File: src/rtl/pad_drive_seq.sv
// Core-to-pad drive sequencer: break-before-make turnaround, minimum level hold, power-safe state.
// Optional PAD_DRIVE_PWRGOOD_SYNC_EN adds a 2-flop synchronizer on pwr_good.
module pad_drive_seq #(
  parameter int unsigned TURN_CYC = 2,
  parameter int unsigned MIN_HOLD = 4,
  parameter int unsigned CNT_W    = 4
) (
  input  logic wb_clk_i,
  input  logic wb_rst_i,
  input  logic req_valid,
  output logic req_ready,
  input  logic req_out,
  input  logic req_oe,
  input  logic pwr_good,
  output logic pad_out,
  output logic pad_oe_n,
  output logic busy
);

  typedef enum logic [1:0] {StIdle, StTurn, StHold, StSafe} state_e;

  localparam logic [CNT_W-1:0] TurnLoad = CNT_W'(TURN_CYC - 1);
  localparam logic [CNT_W-1:0] HoldLoad = (MIN_HOLD > 1) ? CNT_W'(MIN_HOLD - 2) : '0;
  localparam bit               UseHold  = (MIN_HOLD > 1);

  state_e           state_q, state_d;
  logic [CNT_W-1:0] cnt_q, cnt_d;
  logic             pad_out_q, pad_out_d;
  logic             pad_oe_n_q, pad_oe_n_d;
  logic             lvl_q, lvl_d;
  logic             pwr_good_s;
  logic             accept;

`ifdef PAD_DRIVE_PWRGOOD_SYNC_EN
  logic [1:0] pg_sync_q;

  always_ff @(posedge wb_clk_i) begin
    if (wb_rst_i) begin
      pg_sync_q <= 2'b00;
    end else begin
      pg_sync_q <= {pg_sync_q[0], pwr_good};
    end
  end

  assign pwr_good_s = pg_sync_q[1];
`else
  assign pwr_good_s = pwr_good;
`endif

  assign req_ready = (state_q == StIdle) & pwr_good_s & ~wb_rst_i;
  assign accept    = req_valid & req_ready;
  assign busy      = (state_q != StIdle);
  assign pad_out   = pad_out_q;
  assign pad_oe_n  = pad_oe_n_q;

  always_comb begin
    state_d    = state_q;
    cnt_d      = cnt_q;
    pad_out_d  = pad_out_q;
    pad_oe_n_d = pad_oe_n_q;
    lvl_d      = lvl_q;
    if (!pwr_good_s) begin
      // Power loss overrides everything; any pending request is dropped.
      state_d    = StSafe;
      cnt_d      = '0;
      pad_out_d  = 1'b0;
      pad_oe_n_d = 1'b1;
    end else begin
      unique case (state_q)
        StIdle: begin
          if (accept) begin
            if (!req_oe) begin
              pad_oe_n_d = 1'b1;
              pad_out_d  = 1'b0;
            end else if (!pad_oe_n_q) begin
              if (req_out != pad_out_q) begin
                pad_out_d = req_out;
                if (UseHold) begin
                  state_d = StHold;
                  cnt_d   = HoldLoad;
                end
              end
            end else begin
              // Not driving yet: keep oe_n high for the turnaround first.
              lvl_d   = req_out;
              state_d = StTurn;
              cnt_d   = TurnLoad;
            end
          end
        end
        StTurn: begin
          if (cnt_q == '0) begin
            pad_oe_n_d = 1'b0;
            pad_out_d  = lvl_q;
            if (UseHold) begin
              state_d = StHold;
              cnt_d   = HoldLoad;
            end else begin
              state_d = StIdle;
            end
          end else begin
            cnt_d = cnt_q - CNT_W'(1);
          end
        end
        StHold: begin
          if (cnt_q == '0) begin
            state_d = StIdle;
          end else begin
            cnt_d = cnt_q - CNT_W'(1);
          end
        end
        StSafe: begin
          state_d = StIdle;
        end
        default: begin
          state_d = StIdle;
        end
      endcase
    end
  end

  always_ff @(posedge wb_clk_i) begin
    if (wb_rst_i) begin
      state_q    <= StIdle;
      cnt_q      <= '0;
      pad_out_q  <= 1'b0;
      pad_oe_n_q <= 1'b1;
      lvl_q      <= 1'b0;
    end else begin
      state_q    <= state_d;
      cnt_q      <= cnt_d;
      pad_out_q  <= pad_out_d;
      pad_oe_n_q <= pad_oe_n_d;
      lvl_q      <= lvl_d;
    end
  end

endmodule

File: config.mk
export PLATFORM = sky130hd
export DESIGN_NAME = pad_drive_seq
export DESIGN_NICKNAME = d
export VERILOG_FILES = /design/src/rtl/pad_drive_seq.sv
export SDC_FILE = /design/constraint.sdc
export NUM_CORES = 1
export LEC_CHECK = 0
export CAP_MARGIN = 25
export CORE_AREA = 2 2 39 41
export DETAILED_ROUTE_END_ITERATION = 12
export DIE_AREA = 0 0 41 43
export PLACE_DENSITY = 0.77
export SLEW_MARGIN = 20
export SYNTH_ARGS = -nofsm -noshare
export SYNTH_HDL_FRONTEND = slang
export SYNTH_SLANG_ARGS = --single-unit
File: constraint.sdc
create_clock -name wb_clk_i -period 3.45 [get_ports wb_clk_i]
set_input_delay 0.8625 -clock wb_clk_i [delete_from_list [all_inputs] [get_ports wb_clk_i]]
set_output_delay 0.8625 -clock wb_clk_i [all_outputs]
set_load 0.02 [all_outputs]
==> qor.tcl, run 1 <==
set qor(antenna_found_initial) 0
set qor(h_tree_depth) 1
set qor(synth_cells) 81
set qor(detail_route.vias_per_cell) 6.23
set qor(cts.sinks) 9
set qor(yosysUniqueCellTypes) 36
set qor(row_count) 14
set qor(ys_ff_latch) 9
set qor(synthesis.nets) 94
set qor(setup_viols_final) 0
set qor(insertion_delay_ps) 260
set qor(detailedRoute.firstIterationViolations) 21
set qor(cts_tree) {done}
set qor(worst_hold_slack_ps) 509
set qor(critPathMaxFanout) 8
set qor(drc) 0
set qor(cell_by_cell_listing_of_the_critical_path) {clkdlybuf4s50_1, nand2b_1, nor2_1, clkdlybuf4s50_1}
set qor(diodes) 0
set qor(gpl.final_weighted_congestion) 0.770
set qor(post-layout-total-power_w) 0.000355
set qor(place.detailed.hpwl_mm) 1.18
set qor(number_of_buffers_added_by_the_clock_tree_synthesis_step) 3
set qor(startpoint_type) {input pin}
set qor(initial_standard_cell_utilization_of_the_core_pct) 50.2
set qor(seq_area_frac_synth_pct) 25.9
set qor(syn_area_per_cell_sq_um) 8.57
set qor(netlist_area_sq_um) 694
set qor(post-place-ws_ps) 312
set qor(relSlewSlack_pct) 65.5
set qor(power_per_cell_area_nw_per_um2) 426
set qor(ys.warnings.count) 0
set qor(clock-root-buffer) {sky130_fd_sc_hd__clkbuf_4}
set qor(synthToLayoutAreaGrowth_pct) 20.0
set qor(layout_min_cycle_time_ps) 3120
set qor(top_level_ports) 10
set qor(critical_path.max_stage_delay_ps) 600
set qor(finish.instance_area_sq_um) 833
set qor(setup.worst_path.class) {in -> out}
set qor(grt_usage_pct) 20.4
set qor(die_h_microns) 43
set qor(total_leakage_power_nw) 0.335
set qor(required_ps) 2590
set qor(routed_wire_length_per_instance_microns) 13.6
set qor(globalRouteOverflowTotal) 0
set qor(detailedRoute.firstPassIterationCount) 4
set qor(cts_max_path_buffers) 2
set qor(hold_path.class) {reg -> reg}
set qor(detail_route.wirelength_mm) 1.50
set qor(clock_skew_ps) 0.583
set qor(io_buffers) 9
set qor(max-vdd-ir-drop_v) 0.000282
set qor(met1_length_microns) 694
set qor(vias) 685
set qor(placed_cell_area_sq_um) 807
set qor(outcome) {complete, no violations}
set qor(met3_wirelength_microns) 45
set qor(critical_path.endpoint_type) {output port}
set qor(postLayoutSetupSlackWorst_ps) 325
set qor(critical_path.most_common_cell) {sky130_fd_sc_hd__clkdlybuf4s50_1}
set qor(met2_length_microns) 721
set qor(slowest_stage) {sky130_fd_sc_hd__clkdlybuf4s50_1}
set qor(post_cts_resize_count) 0
set qor(maxClockFrequency_ghz) 0.320
set qor(rsz_0062_raised_after_global_routing) {no}
set qor(hold_buf_count_cts) 0
set qor(floorplan.die.width_microns) 41
set qor(worst_pin_slew_ps) 517
set qor(core-area_sq_um) 1380
set qor(antenna_violation_net_count_after_detailed_routing) 0
set qor(slew_violations) 0
set qor(routed.top_layer) {met4}
set qor(grt_max_degree) 11
set qor(timing.final.hold_violations) 0
set qor(number_of_global_route_vias_before_repair) 593
set qor(clkTransAtPathRegs_ps) 60
set qor(tns_ps) 0
set qor(cp_data_arrival_time_ps) 2260
set qor(timing.max_cap.violations) 0
set qor(postCtsSetupRepairBufs) 0
set qor(drive_gt1_share_pct) 7.45
set qor(design.final.nets) 108
set qor(fp.dieArea_sq_um) 1760
set qor(grt_first_pass_wirelength_mm) 2.44
set qor(timing.final.crit_share_pct) 90.6
cell type report:
cell class	instances	area, sq um
fill	139	551
multi-input combinational	64	483
sequential	9	180
timing repair buffer	10	97.6
clock buffer	4	26.3
inverter	7	26.3
tap	16	20.0
metrics by stage:
stage	util, %	instances
after floorplan	-	81
final	60.2	110
after global routing	60.2	110
after detailed placement	58.3	106
after CTS	60.2	110
after global placement	58.3	106
logic make-up (layout without fill, tap and decap cells):
logic type / after synthesis / after routing / share of synthesized area [%]
AND/OR/NAND/NOR: 29 / 29 / 26.3
AO/OA/AOI/OAI: 25 / 25 / 26.3
buffers and inverters: 8 / 21 / 4.50
XOR/XNOR: 1 / 1 / 1.26
flip-flops: 9 / 9 / 25.9
adder cells (fa/ha/maj): 7 / 7 / 12.6
multiplexers: 2 / 2 / 3.06
report_power, final:
part	internal (W)	switching, W
sequential	0.000112	0.00000852
clock	0.0000446	0.0000378
combinational	0.0000710	0.0000807
cells in the final DEF (no fill, tap or decap), types with 3 or more instances in the layout:
cell / Yosys / routed
sky130_fd_sc_hd__nand2b_1: 3 / 3
sky130_fd_sc_hd__a21oi_1: 5 / 5
sky130_fd_sc_hd__ha_1: 7 / 7
sky130_fd_sc_hd__clkbuf_4: 0 / 3
sky130_fd_sc_hd__o21ai_0: 3 / 3
sky130_fd_sc_hd__nor2_1: 3 / 3
sky130_fd_sc_hd__nor3b_1: 4 / 4
sky130_fd_sc_hd__clkdlybuf4s50_1: 0 / 9
sky130_fd_sc_hd__dfxtp_1: 9 / 9
sky130_fd_sc_hd__inv_1: 7 / 7
sky130_fd_sc_hd__nand3_1: 3 / 3
sky130_fd_sc_hd__o211ai_1: 4 / 4
sky130_fd_sc_hd__nor3_1: 4 / 4
state kept, by name (all words and copies together), names as in the netlist:
| register | count |
|---|---|
| state_q | 2 |
| lvl_q | 1 |
| pad_out | 1 |
| cnt_q | 4 |
| pad_oe_n | 1 |
Yosys cell counts:
library cell | instances | share of area [%]
sky130_fd_sc_hd__a31oi_1 | 2 | 1.8
sky130_fd_sc_hd__nand4_1 | 1 | 0.90
sky130_fd_sc_hd__a22oi_1 | 2 | 2.2
sky130_fd_sc_hd__o221ai_1 | 1 | 1.3
sky130_fd_sc_hd__nand2_1 | 1 | 0.54
sky130_fd_sc_hd__o21ai_0 | 3 | 2.2
sky130_fd_sc_hd__o2111a_1 | 1 | 1.6
sky130_fd_sc_hd__mux2i_1 | 1 | 1.4
sky130_fd_sc_hd__nor2b_1 | 2 | 1.8
sky130_fd_sc_hd__a41oi_1 | 1 | 1.3
sky130_fd_sc_hd__and2_1 | 1 | 0.90
sky130_fd_sc_hd__o211ai_1 | 4 | 4.3
sky130_fd_sc_hd__inv_1 | 7 | 3.8
sky130_fd_sc_hd__a21oi_1 | 5 | 3.6
sky130_fd_sc_hd__or3b_4 | 1 | 1.6
sky130_fd_sc_hd__or3_2 | 1 | 1.1
sky130_fd_sc_hd__a32o_1 | 1 | 1.4
sky130_fd_sc_hd__nor2_1 | 3 | 1.6
sky130_fd_sc_hd__ha_1 | 7 | 13
sky130_fd_sc_hd__nand4b_1 | 2 | 2.5
sky130_fd_sc_hd__buf_2 | 1 | 0.72
sky130_fd_sc_hd__a21o_1 | 1 | 1.1
sky130_fd_sc_hd__nor3_1 | 4 | 2.9
sky130_fd_sc_hd__xnor2_1 | 1 | 1.3
sky130_fd_sc_hd__nand2b_1 | 3 | 2.7
sky130_fd_sc_hd__mux2_1 | 1 | 1.6
sky130_fd_sc_hd__or2_1 | 1 | 0.90
sky130_fd_sc_hd__nor3b_1 | 4 | 4.3
sky130_fd_sc_hd__a22o_1 | 1 | 1.3
sky130_fd_sc_hd__a311oi_1 | 1 | 1.3
sky130_fd_sc_hd__or4b_1 | 1 | 1.4
sky130_fd_sc_hd__a222oi_1 | 1 | 1.4
sky130_fd_sc_hd__a32o_2 | 1 | 1.6
sky130_fd_sc_hd__dfxtp_1 | 9 | 26
sky130_fd_sc_hd__and3_1 | 1 | 0.90
sky130_fd_sc_hd__nand3_1 | 3 | 2.2
worst paths after layout:
path | cells past startpoint | slack (ps) | from | endpoint
worst max-delay path | 4 | 330 | pwr_good | req_ready
worst min-delay path | 2 | 510 | cnt_q[1]$_SDFFE_PP0P_ | cnt_q[1]$_SDFFE_PP0P_
worst max register to register | 6 | 1400 | state_q[0]$_SDFFE_PP0P_ | state_q[0]$_SDFFE_PP0P_
worst min register to register | 2 | 510 | cnt_q[1]$_SDFFE_PP0P_ | cnt_q[1]$_SDFFE_PP0P_
routing by layer:
metal / vias to the layer above / track usage [%]
met4: 0 / 12.0
met1: 327 / 22.7
met2: 12 / 33.1
met5: - / 0
li1: 342 / -
met3: 4 / 4.71
worst max-delay path: cells and delay by family:
| family | cells | cell delay (ps) |
|---|---|---|
| buffers and inverters | 2 | 1190 |
| and+or+nand+nor | 2 | 210 |
Power figures use the tool's default switching activity.
==> run 2, diff against run 1 <==
--- a/config.mk
+++ b/config.mk
@@ -7,6 +7,7 @@
 export LEC_CHECK = 0
 export CAP_MARGIN = 25
 export CORE_AREA = 2 2 39 41
+export CTS_CLUSTER_SIZE = 30
 export DETAILED_ROUTE_END_ITERATION = 12
 export DIE_AREA = 0 0 41 43
 export PLACE_DENSITY = 0.77
==> results of run 2 <==
Final layout, timing and power as in run 1 (identical DEF).
==> run 3, diff against run 2 <==
--- a/config.mk
+++ b/config.mk
@@ -5,12 +5,13 @@
 export SDC_FILE = /design/constraint.sdc
 export NUM_CORES = 1
 export LEC_CHECK = 0
+export ABC_AREA = 1
 export CAP_MARGIN = 25
 export CORE_AREA = 2 2 39 41
 export CTS_CLUSTER_SIZE = 30
 export DETAILED_ROUTE_END_ITERATION = 12
 export DIE_AREA = 0 0 41 43
-export PLACE_DENSITY = 0.77
+export PLACE_DENSITY = 0.79
 export SLEW_MARGIN = 20
 export SYNTH_ARGS = -nofsm -noshare
 export SYNTH_HDL_FRONTEND = slang
==> qor.tcl, run 3 <==
set qor(drc) 0
set qor(globalRouteOverflowTotal) 0
set qor(max-vdd-ir-drop_v) 0.000260
set qor(switching_power_w) 0.000213
set qor(synth_top_cells_by_count) {sky130_fd_sc_hd__nand2_1, sky130_fd_sc_hd__inv_1, sky130_fd_sc_hd__nor2_1}
set qor(required_ps) 2590
set qor(drive_gt1_share_pct) 10.2
set qor(critical_path.endpoint_type) {output port}
set qor(relative_contribution_of_the_clock_network_to_total_power_pct) 19.5
set qor(timing.max_cap.violations) 0
set qor(detail_route.wirelength_mm) 1.58
set qor(cp_data_arrival_time_ps) 2230
set qor(design.final.nets) 141
set qor(hold_path.class) {reg -> reg}
set qor(detailedRoute.firstPassIterationCount) 4
set qor(power_per_cell_area_nw_per_um2) 541
set qor(routed_wire_length_per_instance_microns) 11.0
set qor(ys_ff_latch) 9
set qor(layout.cells.most_common) {sky130_fd_sc_hd__nand2_1}
set qor(tns_ps) 0
set qor(post_cts_resize_count) 0
set qor(synth_top_cells_by_area) {sky130_fd_sc_hd__dfxtp_1, sky130_fd_sc_hd__nand2_1, sky130_fd_sc_hd__ha_1}
set qor(layout_min_cycle_time_ps) 3090
set qor(clkTransAtPathRegs_ps) 80
set qor(worst_hold_slack_ps) 487
set qor(place.detailed.hpwl_mm) 1.28
set qor(ys_flop_type) {sky130_fd_sc_hd__dfxtp_1}
set qor(switching_share_pct) 45.7
set qor(detail_route.vias_per_cell) 5.34
set qor(synth.most_common_cell) {sky130_fd_sc_hd__nand2_1}
set qor(clock_skew_ps) 12.0
set qor(worst_pin_slew_ps) 281
set qor(power.sequential.fraction_pct) 28.1
set qor(grt_max_degree) 8
set qor(mostFrequentLayoutCells) {sky130_fd_sc_hd__nand2_1, sky130_fd_sc_hd__inv_1, sky130_fd_sc_hd__nor2_1}
set qor(cts.sinks) 9
set qor(timing.final.hold_violations) 0
set qor(ff_latch_area_sq_um) 180
set qor(diodes) 0
set qor(synthDominantAreaCellType) {sky130_fd_sc_hd__dfxtp_1}
set qor(slew_violations) 0
set qor(timing.final.crit_share_pct) 89.6
set qor(gpl.final_weighted_congestion) 0.876
set qor(floorplan.die.width_microns) 41
set qor(cell_internal_pwr_w) 0.000253
set qor(initial_standard_cell_utilization_of_the_core_pct) 52.4
set qor(fp.dieArea_sq_um) 1760
set qor(antenna_found_initial) 0
set qor(h_tree_depth) 1
set qor(relSlewSlack_pct) 81.3
set qor(multi_input_area_sq_um) 470
set qor(cts_tree) {done}
set qor(total_leakage_power_nw) 0.417
set qor(core-area_sq_um) 1380
set qor(setup.worst_path.class) {in -> out}
set qor(largest_register_ff_count) 4
set qor(yosysTopAreaCellShare_pct) 24.8
set qor(setup_viols_final) 0
set qor(clock-root-buffer) {sky130_fd_sc_hd__clkbuf_4}
set qor(number_of_buffers_added_by_the_clock_tree_synthesis_step) 3
set qor(hold_buf_count_cts) 0
set qor(rsz_0062_raised_after_global_routing) {no}
set qor(grt_usage_pct) 22.7
set qor(detailedRoute.firstIterationViolations) 18
set qor(num-fill-cells) 119
set qor(postSynth.asyncResetShare_pct) 0
set qor(antenna_violation_net_count_after_detailed_routing) 0
set qor(seq_area_frac_synth_pct) 24.8
set qor(critPathMaxFanout) 4
set qor(number_of_global_route_vias_before_repair) 645
set qor(cts_max_path_buffers) 2
set qor(top_level_ports) 10
set qor(grt_first_pass_wirelength_mm) 2.69
set qor(synthToLayoutAreaGrowth_pct) 18.8
set qor(row_count) 14
set qor(io_buffers) 9
set qor(synthesis.nets) 127
set qor(number_of_enable_flip_flop_cells_after_synthesis) 0
set qor(reg2regPathDepth) 8
set qor(die_h_microns) 43
set qor(registers.top_by_ff_count) {cnt_q}
set qor(netlist_area_sq_um) 726
set qor(largest_registers) {cnt_q x4, state_q x2}
set qor(outcome) {complete, no violations}
set qor(synth_cells) 114
set qor(pwr-share-comb_pct) 52.4
set qor(insertion_delay_ps) 280
set qor(postCtsSetupRepairBufs) 0
set qor(syn_area_per_cell_sq_um) 6.37
set qor(ys.warnings.count) 0
set qor(vias) 763
set qor(yosysUniqueCellTypes) 19
set qor(maxClockFrequency_ghz) 0.323
set qor(timing.hold.worst_path_depth) 2
set qor(startpoint_type) {input pin}
[run 3: cell types whose count changed in the layout (fill, tap and decap cells not counted), moves of 5 or more]
cell	before	now
sky130_fd_sc_hd__inv_1	7	18
sky130_fd_sc_hd__nand3_1	3	8
sky130_fd_sc_hd__nor2_1	3	11
sky130_fd_sc_hd__nand4_1	1	6
sky130_fd_sc_hd__nand2_1	1	29
[run 3: layout make-up]
type | instances | area share, %
Multi-Input combinational cell | 85 | 54.6
Sequential cell | 9 | 20.9
Clock buffer | 4 | 3.05
Timing Repair Buffer | 9 | 10.4
Inverter | 20 | 8.71
Tap cell | 16 | 2.32
[run 3: cell families after synthesis]
kind of cell / share of synthesized area (%)
DFF: 24.8
and+or+nand+nor: 41.7
adders and majority gates: 12.1
buffers and inverters: 10.3
AOI/OAI and AO/OA: 11.0
[run 3: worst paths after layout]
| check | from | to | slack, ps |
|---|---|---|---|
| max | wb_rst_i | req_ready | 360 |
| min | cnt_q[1]$_SDFFE_PP0P_ | cnt_q[1]$_SDFFE_PP0P_ | 490 |
| max reg2reg | state_q[0]$_SDFFE_PP0P_ | cnt_q[2]$_SDFFE_PP0P_ | 1820 |
| min reg2reg | cnt_q[1]$_SDFFE_PP0P_ | cnt_q[1]$_SDFFE_PP0P_ | 490 |
[run 3: through the flow]
step | worst slack (ps) | std cells | cell area (sq um) | total power (W) | util [%]
final | 357 | 143 | 862 | 0.000466 | 62.3
after CTS | 342 | 143 | 862 | 0.000465 | 62.3
after global routing | 289 | 143 | 862 | 0.000506 | 62.3
after floorplan | 1310 | 114 | 726 | 0.000318 | -
after global placement | 378 | 139 | 836 | 0.000371 | 60.4
after detailed placement | 343 | 139 | 836 | 0.000376 | 60.4
[run 3: critical path, cell delays in order]
cell and delay, ps:
sky130_fd_sc_hd__clkdlybuf4s50_1 470, sky130_fd_sc_hd__inv_2 100, sky130_fd_sc_hd__nand2_1 90, sky130_fd_sc_hd__nor2_1 100, sky130_fd_sc_hd__clkdlybuf4s50_1 610
[run 3: metal layers]
metal / share of wire (%) / GRT usage (%) / wire, microns / vias up
li1: - / - / - / 399
met1: 45 / 30.1 / 711 / 336
met2: 47 / 33.1 / 745 / 23
met3: 5.3 / 6.28 / 84 / 5
met4: 2.4 / 10.0 / 38 / 0
met5: 0 / 0 / 0 / -
[run 3: power groups by stage]
| stage | combinational [W] | sequential (W) | clock, W |
|---|---|---|---|
| after floorplan | 0.000185 | 0.000133 | 0 |
| after global placement | 0.000238 | 0.000133 | 0 |
| after detailed placement | 0.000242 | 0.000133 | 0 |
| after CTS | 0.000243 | 0.000131 | 0.0000909 |
| after global routing | 0.000277 | 0.000133 | 0.0000958 |
| final | 0.000244 | 0.000131 | 0.0000907 |
